## src/rtl/vga_pkg.sv

```systemverilog
// Shared VGA types: colour triplet, mode descriptor, standard mode constants
// and the 8-bar test-pattern colour table.
package vga_pkg;

    typedef struct packed {
        logic [7:0] r;
        logic [7:0] g;
        logic [7:0] b;
    } rgb_t;

    typedef struct packed {
        logic [15:0] h_disp;
        logic [15:0] h_fp;
        logic [15:0] h_sync;
        logic [15:0] h_bp;
        logic [15:0] v_disp;
        logic [15:0] v_fp;
        logic [15:0] v_sync;
        logic [15:0] v_bp;
        logic        hs_pol;
        logic        vs_pol;
    } vga_mode_t;

    localparam vga_mode_t VGA_640x480_60 = '{
        16'd640, 16'd16, 16'd96, 16'd48,
        16'd480, 16'd10, 16'd2,  16'd33,
        1'b0, 1'b0
    };

    localparam vga_mode_t VGA_800x600_72 = '{
        16'd800, 16'd56, 16'd120, 16'd64,
        16'd600, 16'd37, 16'd6,   16'd23,
        1'b1, 1'b1
    };

    // Bars left to right: white, yellow, cyan, green, magenta, red, blue, black
    localparam logic [0:7][23:0] TP_COLORS = {
        24'hFFFFFF, 24'hFFFF00, 24'h00FFFF, 24'h00FF00,
        24'hFF00FF, 24'hFF0000, 24'h0000FF, 24'h000000
    };

    function automatic rgb_t tp_color(input logic [2:0] bar);
        return rgb_t'(TP_COLORS[bar]);
    endfunction

endpackage

```

## src/rtl/vga_pixel_ce.sv

```systemverilog
// Pixel-rate divider: one-clk pix_ce strobe every PIX_DIV clocks plus a
// registered DAC sample clock that is high for the first half of each pixel.
module vga_pixel_ce #(
    parameter int PIX_DIV = 2
) (
    input  logic clk,
    input  logic reset_n,
    input  logic en,
    output logic pix_ce,
    output logic vga_clk
);

    localparam int DW = (PIX_DIV > 1) ? $clog2(PIX_DIV) : 1;
    localparam logic [DW-1:0] LAST = DW'(PIX_DIV - 1);
    localparam logic [DW-1:0] HALF = DW'(PIX_DIV / 2);

    logic [DW-1:0] div;
    logic [DW-1:0] div_nxt;

    always_comb begin
        div_nxt = '0;
        if (en && (div != LAST)) div_nxt = div + 1'b1;
    end

    // vga_clk is computed from the next divider value so it is a clean flop
    // output aligned with the divider phase it describes.
    always_ff @(posedge clk or negedge reset_n) begin
        if (!reset_n) begin
            div     <= '0;
            vga_clk <= 1'b0;
        end else begin
            div     <= div_nxt;
            vga_clk <= en && (div_nxt < HALF);
        end
    end

    assign pix_ce = en && (div == LAST);

endmodule

```

## src/rtl/vga_timing_gen.sv

```systemverilog
// Parametrised VGA raster engine: h/v counters, sync/blank timing and a
// one-pixel re-timed colour path to the DAC. Define VGA_TEST_PATTERN_EN for colour bars.
module vga_timing_gen
    import vga_pkg::*;
#(
    parameter int PIX_DIV = 2,
    parameter int H_DISP  = int'(VGA_640x480_60.h_disp),
    parameter int H_FP    = int'(VGA_640x480_60.h_fp),
    parameter int H_SYNC  = int'(VGA_640x480_60.h_sync),
    parameter int H_BP    = int'(VGA_640x480_60.h_bp),
    parameter int V_DISP  = int'(VGA_640x480_60.v_disp),
    parameter int V_FP    = int'(VGA_640x480_60.v_fp),
    parameter int V_SYNC  = int'(VGA_640x480_60.v_sync),
    parameter int V_BP    = int'(VGA_640x480_60.v_bp),
    parameter bit HS_POL  = VGA_640x480_60.hs_pol,
    parameter bit VS_POL  = VGA_640x480_60.vs_pol,
    localparam int H_TOTAL = H_DISP + H_FP + H_SYNC + H_BP,
    localparam int V_TOTAL = V_DISP + V_FP + V_SYNC + V_BP,
    localparam int HW      = $clog2(H_TOTAL),
    localparam int VW      = $clog2(V_TOTAL)
) (
    input  logic          clk,
    input  logic          reset_n,
    input  logic          en,
    input  logic [23:0]   rgb_in,
    output logic          pix_req,
    output logic          pix_ce,
    output logic [HW-1:0] pix_x,
    output logic [VW-1:0] pix_y,
    output logic          frame_start,
    output logic [7:0]    vga_r,
    output logic [7:0]    vga_g,
    output logic [7:0]    vga_b,
    output logic          vga_hs,
    output logic          vga_vs,
    output logic          vga_blank_n,
    output logic          vga_sync_n,
    output logic          vga_clk
);

    if (PIX_DIV < 2) begin : g_bad_pix_div
        $error("vga_timing_gen: PIX_DIV must be >= 2");
    end

    logic [HW-1:0] hcnt;
    logic [VW-1:0] vcnt;
    logic          h_last, v_last;
    logic          hs_act, vs_act;
    rgb_t          pix_rgb;
    rgb_t          out_rgb;

    vga_pixel_ce #(.PIX_DIV(PIX_DIV)) u_pixel_ce (
        .clk     (clk),
        .reset_n (reset_n),
        .en      (en),
        .pix_ce  (pix_ce),
        .vga_clk (vga_clk)
    );

    assign h_last = (hcnt == HW'(H_TOTAL - 1));
    assign v_last = (vcnt == VW'(V_TOTAL - 1));

    always_ff @(posedge clk or negedge reset_n) begin
        if (!reset_n) begin
            hcnt <= '0;
            vcnt <= '0;
        end else if (!en) begin
            hcnt <= '0;
            vcnt <= '0;
        end else if (pix_ce) begin
            if (h_last) begin
                hcnt <= '0;
                vcnt <= v_last ? '0 : vcnt + 1'b1;
            end else begin
                hcnt <= hcnt + 1'b1;
            end
        end
    end

    // Compare in 32 bits so sync windows ending exactly at H_TOTAL never truncate.
    assign pix_req = (32'(hcnt) < H_DISP) && (32'(vcnt) < V_DISP);
    assign hs_act  = (32'(hcnt) >= H_DISP + H_FP) && (32'(hcnt) < H_DISP + H_FP + H_SYNC);
    assign vs_act  = (32'(vcnt) >= V_DISP + V_FP) && (32'(vcnt) < V_DISP + V_FP + V_SYNC);

    assign pix_x       = hcnt;
    assign pix_y       = vcnt;
    assign frame_start = pix_ce && (hcnt == '0) && (vcnt == '0);

`ifdef VGA_TEST_PATTERN_EN
    localparam bit H_POW2 = (H_DISP >= 8) && ((H_DISP & (H_DISP - 1)) == 0);
    logic [2:0] bar;
    logic       unused_rgb;

    assign unused_rgb = ^rgb_in;

    if (H_POW2) begin : g_bar_slice
        localparam int HDB = $clog2(H_DISP);
        assign bar = hcnt[HDB-1 -: 3];
    end else begin : g_bar_cmp
        localparam int XW = HW + 3;
        logic [XW-1:0] x8;
        assign x8 = {hcnt, 3'b000};
        // bar = number of bar boundaries k*H_DISP/8 already passed
        always_comb begin
            bar = 3'd0;
            for (int k = 1; k < 8; k++) begin
                if (x8 >= XW'(k * H_DISP)) bar = bar + 3'd1;
            end
        end
    end

    assign pix_rgb = tp_color(bar);
`else
    assign pix_rgb = rgb_t'(rgb_in);
`endif

    // Syncs and colour share this one register stage, so they stay aligned.
    always_ff @(posedge clk or negedge reset_n) begin
        if (!reset_n) begin
            out_rgb     <= '0;
            vga_blank_n <= 1'b0;
            vga_hs      <= ~HS_POL;
            vga_vs      <= ~VS_POL;
        end else if (!en) begin
            out_rgb     <= '0;
            vga_blank_n <= 1'b0;
            vga_hs      <= ~HS_POL;
            vga_vs      <= ~VS_POL;
        end else if (pix_ce) begin
            out_rgb     <= pix_req ? pix_rgb : '0;
            vga_blank_n <= pix_req;
            vga_hs      <= hs_act ? HS_POL : ~HS_POL;
            vga_vs      <= vs_act ? VS_POL : ~VS_POL;
        end
    end

    assign vga_r      = out_rgb.r;
    assign vga_g      = out_rgb.g;
    assign vga_b      = out_rgb.b;
    assign vga_sync_n = 1'b0;

endmodule

```

## config.mk

```make
export PLATFORM = sky130hd
export DESIGN_NAME = vga_timing_gen
export DESIGN_NICKNAME = d
export VERILOG_FILES = /design/src/rtl/vga_pkg.sv /design/src/rtl/vga_pixel_ce.sv /design/src/rtl/vga_timing_gen.sv
export SDC_FILE = /design/constraint.sdc
export NUM_CORES = 1
export LEC_CHECK = 0
export ABC_CLOCK_PERIOD_IN_PS = 1900
export CAP_MARGIN = 10
export CORE_MARGIN = 2
export CORE_UTILIZATION = 28
export CTS_BUF_LIST = sky130_fd_sc_hd__clkbuf_16
export CTS_CLUSTER_DIAMETER = 80
export DETAILED_ROUTE_END_ITERATION = 7
export PLACE_DENSITY = 0.58
export SLEW_MARGIN = 20
export SYNTH_ARGS = -nofsm -noshare
export SYNTH_HDL_FRONTEND = slang
export SYNTH_HIERARCHICAL = 1
export SYNTH_SLANG_ARGS = --single-unit
```

## constraint.sdc

```tcl
create_clock -name clk -period 1.9 [get_ports clk]
set_clock_uncertainty 0.1 [all_clocks]
set_input_delay 0.57 -clock clk [delete_from_list [all_inputs] [get_ports clk]]
set_output_delay 0.57 -clock clk [all_outputs]
set_load 0.05 [all_outputs]
```

After elaboration in Yosys (flattened, before gate mapping)
Cells that the tools add are included.

Register bits: 49. Bits of input ports: 27. Output and inout port bits: 52. Logic and storage cells: 55.

Add/subtract/negate cells: 3. $lt $le $gt $ge: 7. Equality and inequality tests: 4. Multiplexer cells: 19. Bitwise operators: 1. Reductions and logical operators: 11.

Operators by type and width (count): 24-bit two-way mux (3); 10-bit two-way mux (7); 10-bit by 1-bit adder with 10-bit output (second input constant) (2); 10-bit equality test (second input constant) (2); 10-bit zero test (2); 10-bit less-than comparator (second input constant) (2); 10-bit by 9-bit less-than comparator with 1-bit output (second input constant) (2); 10-bit >= comparator (second input constant) (1); 10-bit by 9-bit >= comparator with 1-bit output (second input constant) (1); 1-bit two-way mux (9); 1-bit logical AND (8); 2-bit by 1-bit != test with 1-bit output (second input constant) (2); 2-bit AND reduction (1); 1-bit adder (second input constant) (1); 1-bit less-than comparator (second input constant) (1); 1-bit NOT (1).

Depth between registers and ports, before layout
Depth after elaboration: 5. Depth in mapped cells: 6. Mapped depth without buffers: 6.

By module
The synthesis kept the hierarchy.

By module, submodules not included: vga_timing_gen (times used 1, cells each 208, area each 2227.1 um2); vga_pixel_ce (times used 1, cells each 4, area each 66.3 um2).

Least setup slack after synthesis
OpenSTA, ideal clock, no wires.

Path type: register to output. Start point: reg vcnt[4], in the netlist pix_y[4]. End point: out frame_start. Arrival time: 2950 ps. Data required time: 1230 ps. Slack: -1720 ps. Stages on the path, launching flop included: 6. Buffers on the path: 1. Path through: dfrtp_1 buf_2 or4_4 nor2_1 nand4_1 nor4_1.

Longest elaborated chain between the ends: 2.

Ends and longest elaborated chain: from (decl) (RTL line vga_timing_gen.sv:46) `logic [VW-1:0] vcnt;`; from (signal assigned) (RTL line vga_timing_gen.sv:73) `vcnt <= v_last ? '0 : vcnt + 1'b1;`; 10-bit zero test (RTL line vga_timing_gen.sv:87) `assign frame_start = pix_ce && (hcnt == '0) && (vcnt == '0);`; 1-bit logical AND (RTL line vga_timing_gen.sv:87); to (decl) (RTL line vga_timing_gen.sv:30) `output logic frame_start,`.

Every way passes these cells.

Worst setup path after layout
Start point: reg vcnt[7], in the netlist pix_y[7]. End point: out frame_start.

Same word-level chain as after synthesis.

==> summary.txt <==
Outcome
  – Outcome: finished, violations left
  – Failing checks: negative setup slack

Global route
  – Largest net degree at the start of global routing: 27
  – Global-route wire length before repair: approximately 11000 um
  – Global route total overflow: 0
  – Initial antenna violation count: 0
  – Vias in the first global route: 2208
  – GR peak layer: met2
  – Grt met1 use: 0.1986
  – Global routing usage on met3: 0.03033
  – M2 GR Usage: 0.2673
  – Tot GR Track Use: 0.1574

Die
  – Site Rows: 33
  – Die ar.: 8931 um2
  – Core area: about 8100 um2
  – Die width: 94.51 um
  – Num ports: a little under 80
  – Starting Density: 0.2834
  – Die Ht: around 95 um

CTS
  – Clock sink count: 49
  – Worst-path clk slew: 0.06 ns
  – CTS buffer count: 5
  – Htree depth: 2
  – CTS max path bufs: 2
  – Clk_lat worst skew: 0.28 ns
  – Root buffer cell: clkbuf_16
  – CTS tree: built

Synthesis
  – Avg Inst Size Synth: 10.82 um2
  – Synth unique cells: 47
  – Mapped Nets: 243
  – Main synth FF type: dfrtp_1
  – FF+latch count, synth: 49
  – Async S/R FF share, synth: 1.000
  – Post-synthesis sequential area ratio: 0.5357
  – Mapped Area: 2293 um2
  – Number of flops mapped to enable cells by yosys: 0
  – Post-synthesis instance total: 212
  – Synth Warn #: 6

Power
  – Power Density: 564.5 nW/um2
  – Leak: roughly 1.9 nW
  – Total power: 2.398 mW
  – VDD IR max: 0.0004584 V

Cells and area
  – Layout cells sized above 1: 0.4164
  – Layout fillers: 716
  – Final core utilization: 0.5249
  – Register area: 1246 um2
  – Finished Cell Area: 4248 um2
  – Most frequent cells in the layout: buf_12 (53), buf_4 (43), dfrtp_1 (33)
  – Area Overhead vs Synth: 85.22%
  – Multi-input gate area in the final layout: 1035 um2
  – Fin cells: 434
  – Fin nets: 359
  – Most common cell after layout, fill and taps aside: buf_12
  – Inserted Diodes: 0

Timing
  – WHS: 0.1773 ns
  – Highest clock rate: 369.6 MHz
  – Final min period: ~2.7 ns
  – Fin worst setup slack: -0.8057 ns
  – RSZ-0062 raised after global routing: true
  – Hold Violations, Final: 0
  – Setup_tns: -2.868 ns
  – Period utilisation layout: 1.424
  – Slew Limit Fails: 0
  – Setup violators final: 9

Routing
  – DRC viols: 0
  – Iter 0 DRT Violations: 76
  – Drt first pass iters: 4
  – Avg Vias per Cell: 4.982
  – WL final: between 6000 and 7000 um
  – Total vias in the final route: 2162
  – Post-route ant nets: 0
  – Post-DR wirelength/cell: 15.44 um

Worst setup path
  – Worst Path Max Fanout: 2
  – FF-to-FF path depth: 7
  – Crit end category: output port
  – WP data arrival: between 2 and 2.5 ns
  – Critical path class: flip-flop to output port
  – Critical path required time: between 1 and 1.5 ns
  – Startpoint Class: flip-flop
  – CP max-delay cell: or4_4
  – Worst path max stage delay: 0.56 ns
  – CP cell instances: or4_4 > nor2_4 > nand4_1 > nor4_4 > buf_12

Job
  – Max-cap check violation count: 0

Hold path
  – Hold WC Path Type: primary input to async pin

Place
  – Placed Area: 3986 um2
  – Final HPWL DP: approximately 5000 um
  – Setup WS pre-CTS: -0.5627 ns
  – Placed Cells: around 420
  – RePlAce Congestion: 0.8381
  – Port buffer count: 77
-- synth_stat cells (all sizes together), types with 2 or more instances --
cell type / count / share of area
ha: 4 / 0.022
nand2: 9 / 0.015
and4: 2 / 0.0082
a22o: 24 / 0.092
and3: 7 / 0.019
buf: 8 / 0.018
nand2b: 4 / 0.011
a211o: 2 / 0.0076
xnor2: 2 / 0.0076
nor4: 3 / 0.0082
or4: 3 / 0.011
a311oi: 2 / 0.0076
dfstp: 2 / 0.023
nand3: 8 / 0.017
nand4: 6 / 0.016
dfrtp: 47 / 0.51
a21oi: 3 / 0.0065
nand4b: 2 / 0.0076
nor2: 13 / 0.021
o2bb2ai: 3 / 0.011
inv: 8 / 0.013
and2: 2 / 0.0060
nor3: 5 / 0.011
o31ai: 4 / 0.013
xor2: 5 / 0.019
o21ai: 9 / 0.020
clkbuf: 7 / 0.011
nor2b: 2 / 0.0055
a41oi: 3 / 0.011
-- routing by layer --
metal | vias to the layer above | share of wire
met5 | - | 0
met4 | 0 | 0.019
met3 | 10 | 0.049
met2 | 69 | 0.49
met1 | 1064 | 0.44
li1 | 1019 | -
-- state kept, by name (all words and copies together) (netlist names) --
signal	flops
pix_y	10
vga_hs	1
vga_b	8
vga_blank_n	1
u_pixel_ce/vga_clk	1
vga_vs	1
pix_x	10
vga_r	8
u_pixel_ce/div	1
vga_g	8
-- logic make-up after synthesis --
kind of cell,after synthesis,share of synthesized area
simple gates,70,0.1735
compound gates,57,0.1937
flops,49,0.5357
buf+inv,23,0.04256
xor+xnor,7,0.02673
fa+ha+maj,4,0.02182
other cells,1,0.001635
mux,1,0.004365
-- worst paths after layout --
path | slack [ns] | startpoint | to
min in group clk | 0.44 | vga_vs | vga_vs
setup / recovery | -0.81 | pix_y[7] | frame_start
setup reg to reg | -0.34 | pix_y[7] | pix_y[3]
hold / removal | 0.18 | reset_n | u_pixel_ce/vga_clk
hold reg to reg | 0.44 | vga_vs | vga_vs
max in group asynchronous | 1.23 | reset_n | vga_hs
-- power breakdown --
part / leakage, nW / switching, mW / internal [mW]
combinational: 1.14 / 0.213 / 0.217
sequential: 0.645 / 0.0281 / 1.07
clock: 0.0672 / 0.386 / 0.483
total: 1.86 / 0.627 / 1.77
-- repair_timing --
action                     4_1_cts  5_1_grt
pin swaps                        3        7
setup endpoints to repair       29       11
setup buffers                    6        5
gates resized for setup         12        9
hold buffers                     0        0
-- worst max-delay path, delay by kind of cell, from the launching register on --
| family | cells | cell delay (ns) |
|---|---|---|
| flops | 1 | 0.40 |
| buf+inv | 1 | 0.18 |
| simple gates | 4 | 1.17 |
-- layout make-up --
type                    count  area share
repair buffers            124      0.3912
flip-flops and latches     49      0.2934
multi-input cells         140      0.2436
well taps                 105     0.03093
clock buffers               5     0.02946
inverters                   8    0.007069
clock inverters             3    0.004418
Note: power is estimated with default switching activity, not from simulation.
